**config.mk**
```make
export PLATFORM = sky130hd
export DESIGN_NAME = result_drain_flat
export DESIGN_NICKNAME = d
export VERILOG_FILES = /design/src/rtl/result_drain_if.sv /design/src/rtl/result_drain.sv /design/src/flat_wrapper.sv
export SDC_FILE = /design/constraint.sdc
export NUM_CORES = 1
export LEC_CHECK = 0
export BUFFER_PORTS_ARGS = -buffer_cell sky130_fd_sc_hd__clkbuf_2
export CAP_MARGIN = 20
export CORE_ASPECT_RATIO = 1.1
export CORE_MARGIN = 2
export CORE_UTILIZATION = 50
export CTS_BUF_LIST = sky130_fd_sc_hd__clkbuf_8 sky130_fd_sc_hd__clkbuf_16
export DETAILED_ROUTE_END_ITERATION = 12
export PLACE_DENSITY = 0.68
export SYNTH_ARGS = -nofsm -noshare
export SYNTH_HDL_FRONTEND = slang
export SYNTH_SLANG_ARGS = --single-unit
```
**constraint.sdc**
```tcl
create_clock -name clk -period 2 [get_ports clk]
set_clock_uncertainty 0.05 [all_clocks]
set_input_delay 0.4 -clock clk [delete_from_list [all_inputs] [get_ports clk]]
set_output_delay 0.4 -clock clk [all_outputs]
set_load 0.02 [all_outputs]
```
**src/rtl/result_drain_if.sv**
```systemverilog
// Handshake bundle for result_drain: datapath write port, drain start, stream output and status.
interface result_drain_if #(
   parameter int unsigned WIDTH  = 8,
   parameter int unsigned ADDR_W = 2
);
   logic              wr_en;
   logic [ADDR_W-1:0] wr_addr;
   logic [WIDTH-1:0]  wr_data;
   logic              start;
   logic [WIDTH-1:0]  out_data;
   logic              out_valid;
   logic              out_ready;
   logic              out_last;
   logic              busy;
   logic              done;
   logic              wr_drop;

   modport master (
      output wr_en, wr_addr, wr_data, start, out_ready,
      input  out_data, out_valid, out_last, busy, done, wr_drop
   );

   modport slave (
      input  wr_en, wr_addr, wr_data, start, out_ready,
      output out_data, out_valid, out_last, busy, done, wr_drop
   );
endinterface

```
**src/rtl/result_drain.sv**
```systemverilog
// Result buffer that streams entries 0..DEPTH-1 over valid/ready on a start request.
// Define RESULT_DRAIN_CHECKSUM_EN to append a mod-2^WIDTH sum beat after the last entry.
module result_drain #(
   parameter int unsigned DEPTH  = 4,
   parameter int unsigned WIDTH  = 8,
   parameter int unsigned ADDR_W = 2
) (
   input logic           clk,
   input logic           reset,
   result_drain_if.slave bus
);
   localparam int unsigned PTR_W = ADDR_W + 1;
`ifdef RESULT_DRAIN_CHECKSUM_EN
   localparam logic [PTR_W-1:0] LAST_BEAT = PTR_W'(DEPTH);
`else
   localparam logic [PTR_W-1:0] LAST_BEAT = PTR_W'(DEPTH - 1);
`endif

   localparam logic [1:0] S_IDLE = 2'd0;
   localparam logic [1:0] S_SEND = 2'd1;
   localparam logic [1:0] S_DONE = 2'd2;

   logic [WIDTH-1:0] r_mem [DEPTH];
   logic [1:0]       r_state;
   logic [PTR_W-1:0] r_ptr;
   logic [WIDTH-1:0] r_out_data;
   logic             r_out_valid;
   logic             r_out_last;
   logic             r_busy;
   logic             r_done;
   logic             r_wr_drop;

   logic [1:0]       w_state_nxt;
   logic [PTR_W-1:0] w_ptr_nxt;
   logic [PTR_W-1:0] w_ptr_inc;
   logic [WIDTH-1:0] w_data_nxt;
   logic             w_valid_nxt;
   logic             w_last_nxt;
   logic             w_drop_nxt;
   logic             w_xfer;
   logic             w_mem_wr;

`ifdef RESULT_DRAIN_CHECKSUM_EN
   logic [WIDTH-1:0] r_sum;
   logic [WIDTH-1:0] w_sum_nxt;
`endif

   assign w_xfer    = r_out_valid && bus.out_ready;
   assign w_mem_wr  = bus.wr_en && !r_busy;
   assign w_ptr_inc = r_ptr + PTR_W'(1);

   always_comb begin
      w_state_nxt = r_state;
      w_ptr_nxt   = r_ptr;
      w_data_nxt  = r_out_data;
      w_valid_nxt = r_out_valid;
      w_last_nxt  = r_out_last;
      w_drop_nxt  = r_wr_drop;
`ifdef RESULT_DRAIN_CHECKSUM_EN
      w_sum_nxt   = r_sum;
`endif
      case (r_state)
         S_IDLE: begin
            if (bus.start) begin
               w_state_nxt = S_SEND;
               w_ptr_nxt   = '0;
               w_valid_nxt = 1'b1;
               w_last_nxt  = (LAST_BEAT == '0);
               w_drop_nxt  = 1'b0;
               // A same-cycle write to entry 0 must be visible in the first beat.
               w_data_nxt  = (bus.wr_en && (bus.wr_addr == '0)) ? bus.wr_data : r_mem[0];
`ifdef RESULT_DRAIN_CHECKSUM_EN
               w_sum_nxt   = '0;
`endif
            end
         end
         S_SEND: begin
            if (bus.wr_en) begin
               w_drop_nxt = 1'b1;
            end
            if (w_xfer) begin
               if (r_out_last) begin
                  w_state_nxt = S_DONE;
                  w_valid_nxt = 1'b0;
                  w_last_nxt  = 1'b0;
               end else begin
                  w_ptr_nxt  = w_ptr_inc;
                  w_last_nxt = (w_ptr_inc == LAST_BEAT);
`ifdef RESULT_DRAIN_CHECKSUM_EN
                  w_sum_nxt  = r_sum + r_out_data;
                  w_data_nxt = (w_ptr_inc == PTR_W'(DEPTH)) ? w_sum_nxt
                                                            : r_mem[w_ptr_inc[ADDR_W-1:0]];
`else
                  w_data_nxt = r_mem[w_ptr_inc[ADDR_W-1:0]];
`endif
               end
            end
         end
         S_DONE:  w_state_nxt = S_IDLE;
         default: w_state_nxt = S_IDLE;
      endcase
   end

   always_ff @(posedge clk) begin
      if (reset) begin
         r_state     <= S_IDLE;
         r_ptr       <= '0;
         r_out_data  <= '0;
         r_out_valid <= 1'b0;
         r_out_last  <= 1'b0;
         r_busy      <= 1'b0;
         r_done      <= 1'b0;
         r_wr_drop   <= 1'b0;
      end else begin
         r_state     <= w_state_nxt;
         r_ptr       <= w_ptr_nxt;
         r_out_data  <= w_data_nxt;
         r_out_valid <= w_valid_nxt;
         r_out_last  <= w_last_nxt;
         r_busy      <= (w_state_nxt == S_SEND);
         r_done      <= (w_state_nxt == S_DONE);
         r_wr_drop   <= w_drop_nxt;
      end
   end

`ifdef RESULT_DRAIN_CHECKSUM_EN
   always_ff @(posedge clk) begin
      if (reset) begin
         r_sum <= '0;
      end else begin
         r_sum <= w_sum_nxt;
      end
   end
`endif

   always_ff @(posedge clk) begin
      if (reset) begin
         for (int i = 0; i < DEPTH; i++) begin
            r_mem[i] <= '0;
         end
      end else if (w_mem_wr) begin
         r_mem[bus.wr_addr] <= bus.wr_data;
      end
   end

   assign bus.out_data  = r_out_data;
   assign bus.out_valid = r_out_valid;
   assign bus.out_last  = r_out_last;
   assign bus.busy      = r_busy;
   assign bus.done      = r_done;
   assign bus.wr_drop   = r_wr_drop;
endmodule
```
**src/flat_wrapper.sv**
```systemverilog
// flat-port wrapper written by rule: the top's interface ports become plain ports
module result_drain_flat 
#(
   parameter int unsigned DEPTH  = 4,
   parameter int unsigned WIDTH  = 8,
   parameter int unsigned ADDR_W = 2
)
  (clk, reset, bus_wr_en, bus_wr_addr, bus_wr_data, bus_start, bus_out_ready, bus_out_data, bus_out_valid, bus_out_last, bus_busy, bus_done, bus_wr_drop);
  result_drain_if #(.WIDTH(WIDTH), .ADDR_W(ADDR_W)) bus_i ();
  input logic clk;
  input logic reset;
  input wire logic [$bits(bus_i.wr_en)-1:0] bus_wr_en;
  input wire logic [$bits(bus_i.wr_addr)-1:0] bus_wr_addr;
  input wire logic [$bits(bus_i.wr_data)-1:0] bus_wr_data;
  input wire logic [$bits(bus_i.start)-1:0] bus_start;
  input wire logic [$bits(bus_i.out_ready)-1:0] bus_out_ready;
  output wire logic [$bits(bus_i.out_data)-1:0] bus_out_data;
  output wire logic [$bits(bus_i.out_valid)-1:0] bus_out_valid;
  output wire logic [$bits(bus_i.out_last)-1:0] bus_out_last;
  output wire logic [$bits(bus_i.busy)-1:0] bus_busy;
  output wire logic [$bits(bus_i.done)-1:0] bus_done;
  output wire logic [$bits(bus_i.wr_drop)-1:0] bus_wr_drop;
  assign bus_i.wr_en = bus_wr_en;
  assign bus_i.wr_addr = bus_wr_addr;
  assign bus_i.wr_data = bus_wr_data;
  assign bus_i.start = bus_start;
  assign bus_i.out_ready = bus_out_ready;
  assign bus_out_data = bus_i.out_data;
  assign bus_out_valid = bus_i.out_valid;
  assign bus_out_last = bus_i.out_last;
  assign bus_busy = bus_i.busy;
  assign bus_done = bus_i.done;
  assign bus_wr_drop = bus_i.wr_drop;
  result_drain #(.DEPTH(DEPTH), .WIDTH(WIDTH), .ADDR_W(ADDR_W)) u_core (.clk(clk), .reset(reset), .bus(bus_i));
endmodule
```
Yosys cells after proc, flatten, opt, wreduce, memory -nomap -nowiden
Memory sizes are Yosys's and may differ from the RTL's.
Index checks and enable logic that the tools add are counted.
{"block": "word_totals", "ff_bits": 18, "ramBits": 32, "inputBits": 15, "out_inout_bits": 13, "word_cells": 62, "memories": 1}
{"block": "classes", "n_addsub": 1, "n_eq_ne": 9, "n_mux": 31, "n_reduce_logical": 12}
{"name": "u_core.r_mem", "words": 4, "width": 8, "read_ports": 2, "rd_ports_with_merged_regs": 0, "write_ports": 4, "line_no": "result_drain.sv:23", "rtl": "logic [WIDTH-1:0] r_mem [DEPTH];"}
{"operator": "8-bit two-way mux", "n": 5}
{"operator": "8-bit one-hot mux with 2 select lines", "n": 1}
{"operator": "1-bit two-way mux", "n": 13}
{"operator": "3-bit two-way mux", "n": 3}
{"operator": "2-bit two-way mux", "n": 4}
{"operator": "4-bit AND reduction", "n": 2}
{"operator": "8-bit OR reduction", "n": 1}
{"operator": "2-bit inequality test, second input constant", "n": 3}
{"operator": "1-bit one-hot mux with 2 select lines", "n": 3}
{"operator": "3-bit one-hot mux with 2 select lines", "n": 1}
{"operator": "3-bit AND reduction", "n": 2}
{"operator": "2-bit by 1-bit == test with 1-bit output, second input constant", "n": 2}
{"operator": "2-bit logical NOT", "n": 2}
{"operator": "2-bit by 1-bit inequality test with 1-bit output, second input constant", "n": 2}
{"operator": "2-bit one-hot mux with 2 select lines", "n": 1}
{"operator": "3-bit by 1-bit adder with 3-bit output, second input constant", "n": 1}
{"operator": "3-bit by 2-bit == test with 1-bit output, second input constant", "n": 1}
{"operator": "1-bit logical AND", "n": 3}
{"operator": "2-bit == test, second input constant", "n": 1}
{"operator": "2-bit nonzero test", "n": 1}
{"operator": "1-bit logical NOT", "n": 1}

Logic depth before layout (Yosys ltp)
Gate-level depths: netlist (run 1).
{"block": "logic_depth", "depth_word": 7, "mapped_depth": 7, "mapped_depth_nobuf": 5}

Least setup slack after synthesis (run 1)
Ideal clock, no wire load.
{"block": "synth_path", "path_kind": "in2reg", "startpoint": "in bus_wr_addr[1]", "endpoint": "mem u_core.r_mem[0][0] (enable)", "setup_ps": 384, "arrival_ps": 1428, "required_time_ps": 1566, "path_slack_ps": 138, "stages": 3, "n_path_buf": 1, "cell_sequence": "or2_1 clkbuf_1 o21ai_0"}
{"item": "from (decl)", "line_no": "flat_wrapper.sv:13", "rtl": "input wire logic [$bits(bus_i.wr_addr)-1:0] bus_wr_addr;"}
{"item": "to (decl)", "line_no": "result_drain.sv:23"}

Worst setup path in the final report (run 1)
{"block": "layout_path", "startpoint": "reg u_core.r_ptr[0]", "endpoint": "reg u_core.r_out_data[7] (netlist: u_core.bus.out_data[7])"}
{"block": "layout_via", "elab_chain_cells": 5}
{"item": "from (decl)", "line_no": "result_drain.sv:25", "rtl": "logic [PTR_W-1:0] r_ptr;"}
{"item": "from (signal assigned)", "line_no": "result_drain.sv:116", "rtl": "r_ptr <= w_ptr_nxt;"}
{"item": "3-bit by 1-bit adder with 3-bit output", "line_no": "result_drain.sv:50", "rtl": "assign w_ptr_inc = r_ptr + PTR_W'(1);"}
{"item": "memory read 4 x 8 bit"}
{"item": "8-bit two-way mux", "line_no": "result_drain.sv:82", "rtl": "if (r_out_last) begin"}
{"item": "8-bit two-way mux", "line_no": "result_drain.sv:81", "rtl": "if (w_xfer) begin"}
{"item": "8-bit one-hot mux with 2 select lines", "line_no": "result_drain.sv:62", "rtl": "case (r_state)"}
{"item": "to (signal assigned)", "line_no": "result_drain.sv:117", "rtl": "r_out_data <= w_data_nxt;"}
{"item": "to (decl)", "line_no": "result_drain.sv:26", "rtl": "logic [WIDTH-1:0] r_out_data;"}
No other way between the ends. The select of a mux whose other input is x is not followed.
A chain may end at the register's enable or synchronous reset.

==> impl_metrics.toml, run 1 <==
[floorplan]
rows = 26
die_area_um2 = 5330
die_w_um = 69.8
io_pins = 28
die_y_um = 76.4
core_um2 = 4620
start_util_pct = 51.6

[clocking]
root_buffer = "clkbuf_8"
hold_buffers = 0
cts-buffers-inserted = 5
cts.sinks = 50
cts.repair.resized = 0
htree_levels = 2
clock_latency_ns = 0.30
cts_tree = "built"
clock_path_buffers = 2
cts_setup_buffers = 0
path_clk_slew_ns = 0.09

[setup_path]
arrival_ns = 1.87
rr_startpoint = "u_core.r_ptr[0]$_SDFFE_PP0P_"
worst_setup_path_end_kind = "flop"
cp_max_fo = 17
worstRegToRegCells = 6
cp-startpoint = "u_core.r_ptr[0]$_SDFFE_PP0P_"
required_ns = 2.14
path_class = "reg -> reg"
crit_end = "u_core.bus.out_data[7]$_SDFFE_PP0P_"
crit_buf_inv = 2
r2r_slack_ns = 0.26
path_cells = "inv_1 > ha_1 > buf_12 > mux2_2 > o22ai_1 > o41ai_2"
reg2reg_to = "u_core.bus.out_data[7]$_SDFFE_PP0P_"
crit_family = "flip-flops"
start_kind = "flop"
crit_cells = 6
cpPeakStageDelay_ns = 0.37
cp_slowest_cell = "dfxtp_1"

[timing]
final_max_slew_viol_count = 0
slew_headroom_pct = 69.8
rsz0062_at_grt = "no"
finalSetupTns_ns = 0
worstMarginPinSlew_ns = 0.452
max_freq_mhz = 576
setup_viol = 0
hold_viol_final = 0
layout_min_cycle_time_ns = 1.74
timing.final.crit_share_pct = 86.8

[finish]
fin_util_pct = 59.5
n_antenna_cell = 0
nNetsFinal = 262
fillers = 391
area_growth_pct = 15.3
drive_gt1_share_pct = 31.7

[logic_synthesis]
synth_area_um2 = 2380
synth-edff-count = 32
ys_types = 40
seq_area_frac_synth_pct = 55.5
synthArstFlopShare_pct = 0
synthCells = 209
syn-num-nets = 226
ys_ff_latch = 50
ys.flop_type = "edfxtp_1"
post_synth.cell_area_avg_um2 = 11.4
yosysWarnings = 0

[flow_run]
maxCapViolCount = 0

[hold_path]
min_path_type = "in -> reg"
min_path_cells = 3

[placed_design]
place.gp.congestion = 0.795
port_buffers = 27
dp_hpwl_um = 3540

[routing]
dr.pass1.iters = 4
ant_nets = 0
routed_wirelength_um = 4580
dr_total_vias = 1630
viasPerCell = 5.40
drt_iter0_drc = 86
avgRoutedWirePerCell_um = 15.2
drc = 0

[global_routing]
grt_pass1_vias = 1678
grt_util_all_layers_pct = 18.4
grt_max_degree = 18
grt_first_pass_wirelength_um = 7730
grt_overflow_total = 0
antenna_found_initial = 0

[outcome]
status = "complete, no violations"

[power_and_ir_drop]
ir_drop_mv = 0.315
leakage_nw = 1.17
power_density_nw_per_um2 = 793
[flip-flops by register name, summed over array words and instances (netlist names)]
signal                cells
u_core.bus.done           1
u_core.bus.wr_drop        1
u_core.bus.out_data       8
u_core.r_ptr              3
u_core.bus.out_valid      1
u_core.r_mem             32
u_core.bus.busy           1
u_core.r_state            2
u_core.bus.out_last       1
[worst register-to-register path: cells and delay by family, from the launching register on]
kind,cells,cell delay [ns]
compound gates,2,0.30
fa+ha+maj,1,0.32
buf+inv,2,0.24
flops,1,0.37
mux,1,0.34
[power by group]
group / total, mW / switching [mW] / internal (mW)
Clock: 0.694 / 0.325 / 0.368
Combinational: 0.305 / 0.178 / 0.127
Sequential: 1.18 / 0.0246 / 1.16
[layout make-up]
type	count	area, um^2	area share [%]
Tap cell	56	70.1	2.55
Inverter	11	41.3	1.50
Sequential cell	50	1320	48.1
Clock buffer	5	68.8	2.51
Timing Repair Buffer	40	245	8.93
Clock inverter	3	40.0	1.46
Multi-Input combinational cell	137	960	34.9
[per-layer routing]
metal	track usage (%)	share of wire, %	up-vias
met1	21.3	42	760
li1	-	-	826
met3	4.10	3.6	10
met2	32.4	52	34
met5	0	0	-
met4	8.27	2.3	0
[worst min path at each step]
stage                     slack, ns                               to                       startpoint
after CTS                      0.31  u_core.bus.wr_drop$_SDFFE_PP0P_                        bus_wr_en
after detailed placement       0.43  u_core.bus.wr_drop$_SDFFE_PP0P_  u_core.bus.wr_drop$_SDFFE_PP0P_
after floorplan                0.44     u_core.r_ptr[1]$_SDFFE_PP0P_     u_core.r_ptr[1]$_SDFFE_PP0P_
after global routing           0.33  u_core.bus.wr_drop$_SDFFE_PP0P_                        bus_wr_en
final                          0.31  u_core.bus.wr_drop$_SDFFE_PP0P_                        bus_wr_en
after global placement         0.43  u_core.bus.wr_drop$_SDFFE_PP0P_  u_core.bus.wr_drop$_SDFFE_PP0P_
[synth_stat cells, types with 3 or more instances]
cell type  instances  share of area, %
o21ai_0            3              0.63
nor3_1            18               3.8
mux2_2            14               6.6
dfxtp_1           18                15
mux2i_1            3               1.3
nand2_1           13               2.0
clkbuf_1           5              0.79
o22ai_1            8               2.1
edfxtp_1          32                40
nand2b_1           3              0.79
o21ai_1            3              0.63
a21oi_1            3              0.63
or3b_1             5               1.8
o41ai_2            8               5.5
inv_1             10               1.6
nor2_1            32               5.0
buf_2              3              0.63
[per-stage QoR]
stage                     instance area [um^2]  hold WS [ns]  worst slack [ns]  std cells  total power, mW
after floorplan                           2380         0.441             0.138        209             1.41
after global placement                    2640         0.430             0.312        294             1.50
after detailed placement                  2640         0.427             0.284        294             1.51
after CTS                                 2750         0.306             0.273        302             2.20
after global routing                      2750         0.327             0.195        302             2.27
final                                     2750         0.310             0.263        302             2.18
[cells by family (layout without fill, tap and decap cells)]
kind of cell | Yosys count | count (layout) | share of synthesized area (%)
mux | 19 | 19 | 8.82
fa+ha+maj | 2 | 2 | 1.05
compound gates | 28 | 28 | 10.8
simple gates | 87 | 87 | 19.2
xor+xnor | 1 | 1 | 0.368
flops | 50 | 50 | 55.5
buf+inv | 22 | 59 | 4.25
[cell usage in the layout (no fill, tap or decap), drive strengths merged]
cell type	n
a21oi	4
nand2	14
a31oi	1
nand4b	1
nor2b	2
mux2	16
dfxtp	18
or2	1
inv	11
clkbuf	32
buf	13
nor3b	1
bufinv	1
xor2	1
o41ai	8
or2b	1
and2	1
clkinv	2
ha	2
or3b	7
nand2b	4
o22ai	8
nor4	1
nor4b	1
nand3	2
nand3b	1
a32o	1
nor2	32
o21ai	6
mux2i	3
edfxtp	32
nor3	18
Power figures use the tool's default switching activity.
==> inputs of run 2 (changes only) <==
--- a/config.mk
+++ b/config.mk
@@ -5,14 +5,14 @@
 export SDC_FILE = /design/constraint.sdc
 export NUM_CORES = 1
 export LEC_CHECK = 0
-export BUFFER_PORTS_ARGS = -buffer_cell sky130_fd_sc_hd__clkbuf_2
 export CAP_MARGIN = 20
 export CORE_ASPECT_RATIO = 1.1
 export CORE_MARGIN = 2
-export CORE_UTILIZATION = 50
+export CORE_UTILIZATION = 62
 export CTS_BUF_LIST = sky130_fd_sc_hd__clkbuf_8 sky130_fd_sc_hd__clkbuf_16
 export DETAILED_ROUTE_END_ITERATION = 12
-export PLACE_DENSITY = 0.68
+export DONT_BUFFER_PORTS = 1
+export PLACE_DENSITY = 0.76
 export SYNTH_ARGS = -nofsm -noshare
 export SYNTH_HDL_FRONTEND = slang
 export SYNTH_SLANG_ARGS = --single-unit
==> run 2 against run 1 <==
  * Utilization grew 11 points
  * Sequential share of layout area increased by 3.5 points
  * Via count fell by 1.8%
  * Setup slack worse by 0.091 ns
  * First-iteration DRC count fell by 4.7%
  * Cell area shrank 6.7%
==> impl_metrics.toml, run 2 (same netlist as run 1, synthesis figures left out) <==
[timing]
worstMarginPinSlew_ns = 0.431
hold_viol_final = 0
slew_headroom_pct = 71.3
final_max_slew_viol_count = 0
finalWorstSetupSlack_ns = 0.172
max_freq_mhz = 547
layout_min_cycle_time_ns = 1.83
rsz0062_at_grt = "no"
finalSetupTns_ns = 0
timing.hold.ws_ns = 0.118
timing.final.crit_share_pct = 91.4
setup_viol = 0

[power_and_ir_drop]
power_density_nw_per_um2 = 824
leakage_nw = 1.02
ir_drop_mv = 0.613

[setup_path]
rr_startpoint = "u_core.r_ptr[0]$_SDFFE_PP0P_"
arrival_ns = 1.96
worst_setup_path_end_kind = "flop"
reg2reg_to = "u_core.bus.out_data[2]$_SDFFE_PP0P_"
crit_cells = 6
required_ns = 2.13
cp_slowest_cell = "dfxtp_1"
r2r_slack_ns = 0.17
cpPeakStageDelay_ns = 0.38
cp_max_fo = 17
start_kind = "flop"
path_class = "reg -> reg"
crit_end = "u_core.bus.out_data[2]$_SDFFE_PP0P_"
crit_family = "flip-flops"
cp-startpoint = "u_core.r_ptr[0]$_SDFFE_PP0P_"
worstRegToRegCells = 6
path_cells = "inv_1 > ha_1 > buf_4 > mux2_2 > o22ai_1 > o41ai_2"
crit_buf_inv = 2

[global_routing]
antenna_found_initial = 0
busiest_layer = "met2"
grt_util_all_layers_pct = 24.0
use_met1_pct = 26.6
met3_usage_pct = 6.04
grt_overflow_total = 0
grt_pass1_vias = 1703
grt.met2_usage_pct = 43.4
grt_max_degree = 20
grt_first_pass_wirelength_um = 8150

[routing]
drc = 0
dr.pass1.iters = 4
avgRoutedWirePerCell_um = 18.3
drt_iter0_drc = 82
viasPerCell = 6.04
dr_total_vias = 1600
routed_wirelength_um = 4850
ant_nets = 0

[clocking]
htree_levels = 2
cts.sinks = 50
path_clk_slew_ns = 0.09
cts-buffers-inserted = 5
clock_latency_ns = 0.29
cts_tree = "built"
cts_setup_buffers = 0
hold_buffers = 0
cts.repair.resized = 0
clock_path_buffers = 2
root_buffer = "clkbuf_8"

[floorplan]
core_um2 = 3650
start_util_pct = 65.2
rows = 23
die_y_um = 69.0
die_w_um = 63.1
io_pins = 28
die_area_um2 = 4350

[placed_design]
port_buffers = 0
place.gp.congestion = 0.778
dp_hpwl_um = 3720
pre_cts_slack_ns = 0.210
placedInstanceArea_um2 = 2460

[finish]
drive_gt1_share_pct = 21.4
multi_input_area_um2 = 960
n_antenna_cell = 0
final_area_um2 = 2560
regArea_um2 = 1320
fillers = 280
area_growth_pct = 7.56
fin_util_pct = 70.1
regMostFlops = "u_core.r_mem"
largest_reg_flops = 32
nNetsFinal = 232
layout_common_cells = "nor2_1 (32), edfxtp_1 (32), nor3_1 (18), dfxtp_1 (18), mux2_2 (14)"

[outcome]
status = "complete, no violations"

[flow_run]
maxCapViolCount = 0

[hold_path]
min_path_type = "in -> reg"
## run 2: stage by stage
stage	power, mW	std cells
floorplan	1.41	209
global placement	1.45	258
detailed placement	1.46	258
CTS	2.12	265
global route	2.19	265
finish	2.11	265
## run 2: routing by layer
layer  vias to the layer above  share of wire, %
li1                        767                 -
met4                         0               1.9
met1                       763                40
met2                        57                53
met3                        13               5.7
met5                         -                 0
## run 2: worst min path at each step
| stage | start | end | slack (ns) | depth (start not counted) |
|---|---|---|---|---|
| 2_1_floorplan | u_core.r_ptr[1]$_SDFFE_PP0P_ | u_core.r_ptr[1]$_SDFFE_PP0P_ | 0.44 | 2 |
| 3_3_place_gp | reset | u_core.r_ptr[1]$_SDFFE_PP0P_ | 0.42 | 1 |
| 3_5_place_dp | reset | u_core.r_ptr[1]$_SDFFE_PP0P_ | 0.43 | 1 |
| 5_1_grt | reset | u_core.bus.wr_drop$_SDFFE_PP0P_ | 0.10 | 1 |
| 6_report | reset | u_core.r_state[0]$_SDFF_PP0_ | 0.12 | 1 |
| 4_1_cts | reset | u_core.r_state[0]$_SDFF_PP0_ | 0.11 | 1 |
## run 2: layout make-up
| type | count | share of cell area [%] |
|---|---|---|
| Sequential cell | 50 | 51.6 |
| Multi-Input combinational cell | 137 | 37.5 |
| Timing Repair Buffer | 10 | 2.93 |
| Clock buffer | 5 | 2.69 |
| Tap cell | 50 | 2.44 |
| Inverter | 11 | 1.61 |
| Clock inverter | 2 | 1.32 |
## run 2: where the power goes
part           switching [mW]  total (mW)  internal [mW]
registers              0.0508        1.21           1.16
logic                   0.137       0.234         0.0971
clock network           0.307       0.669          0.362
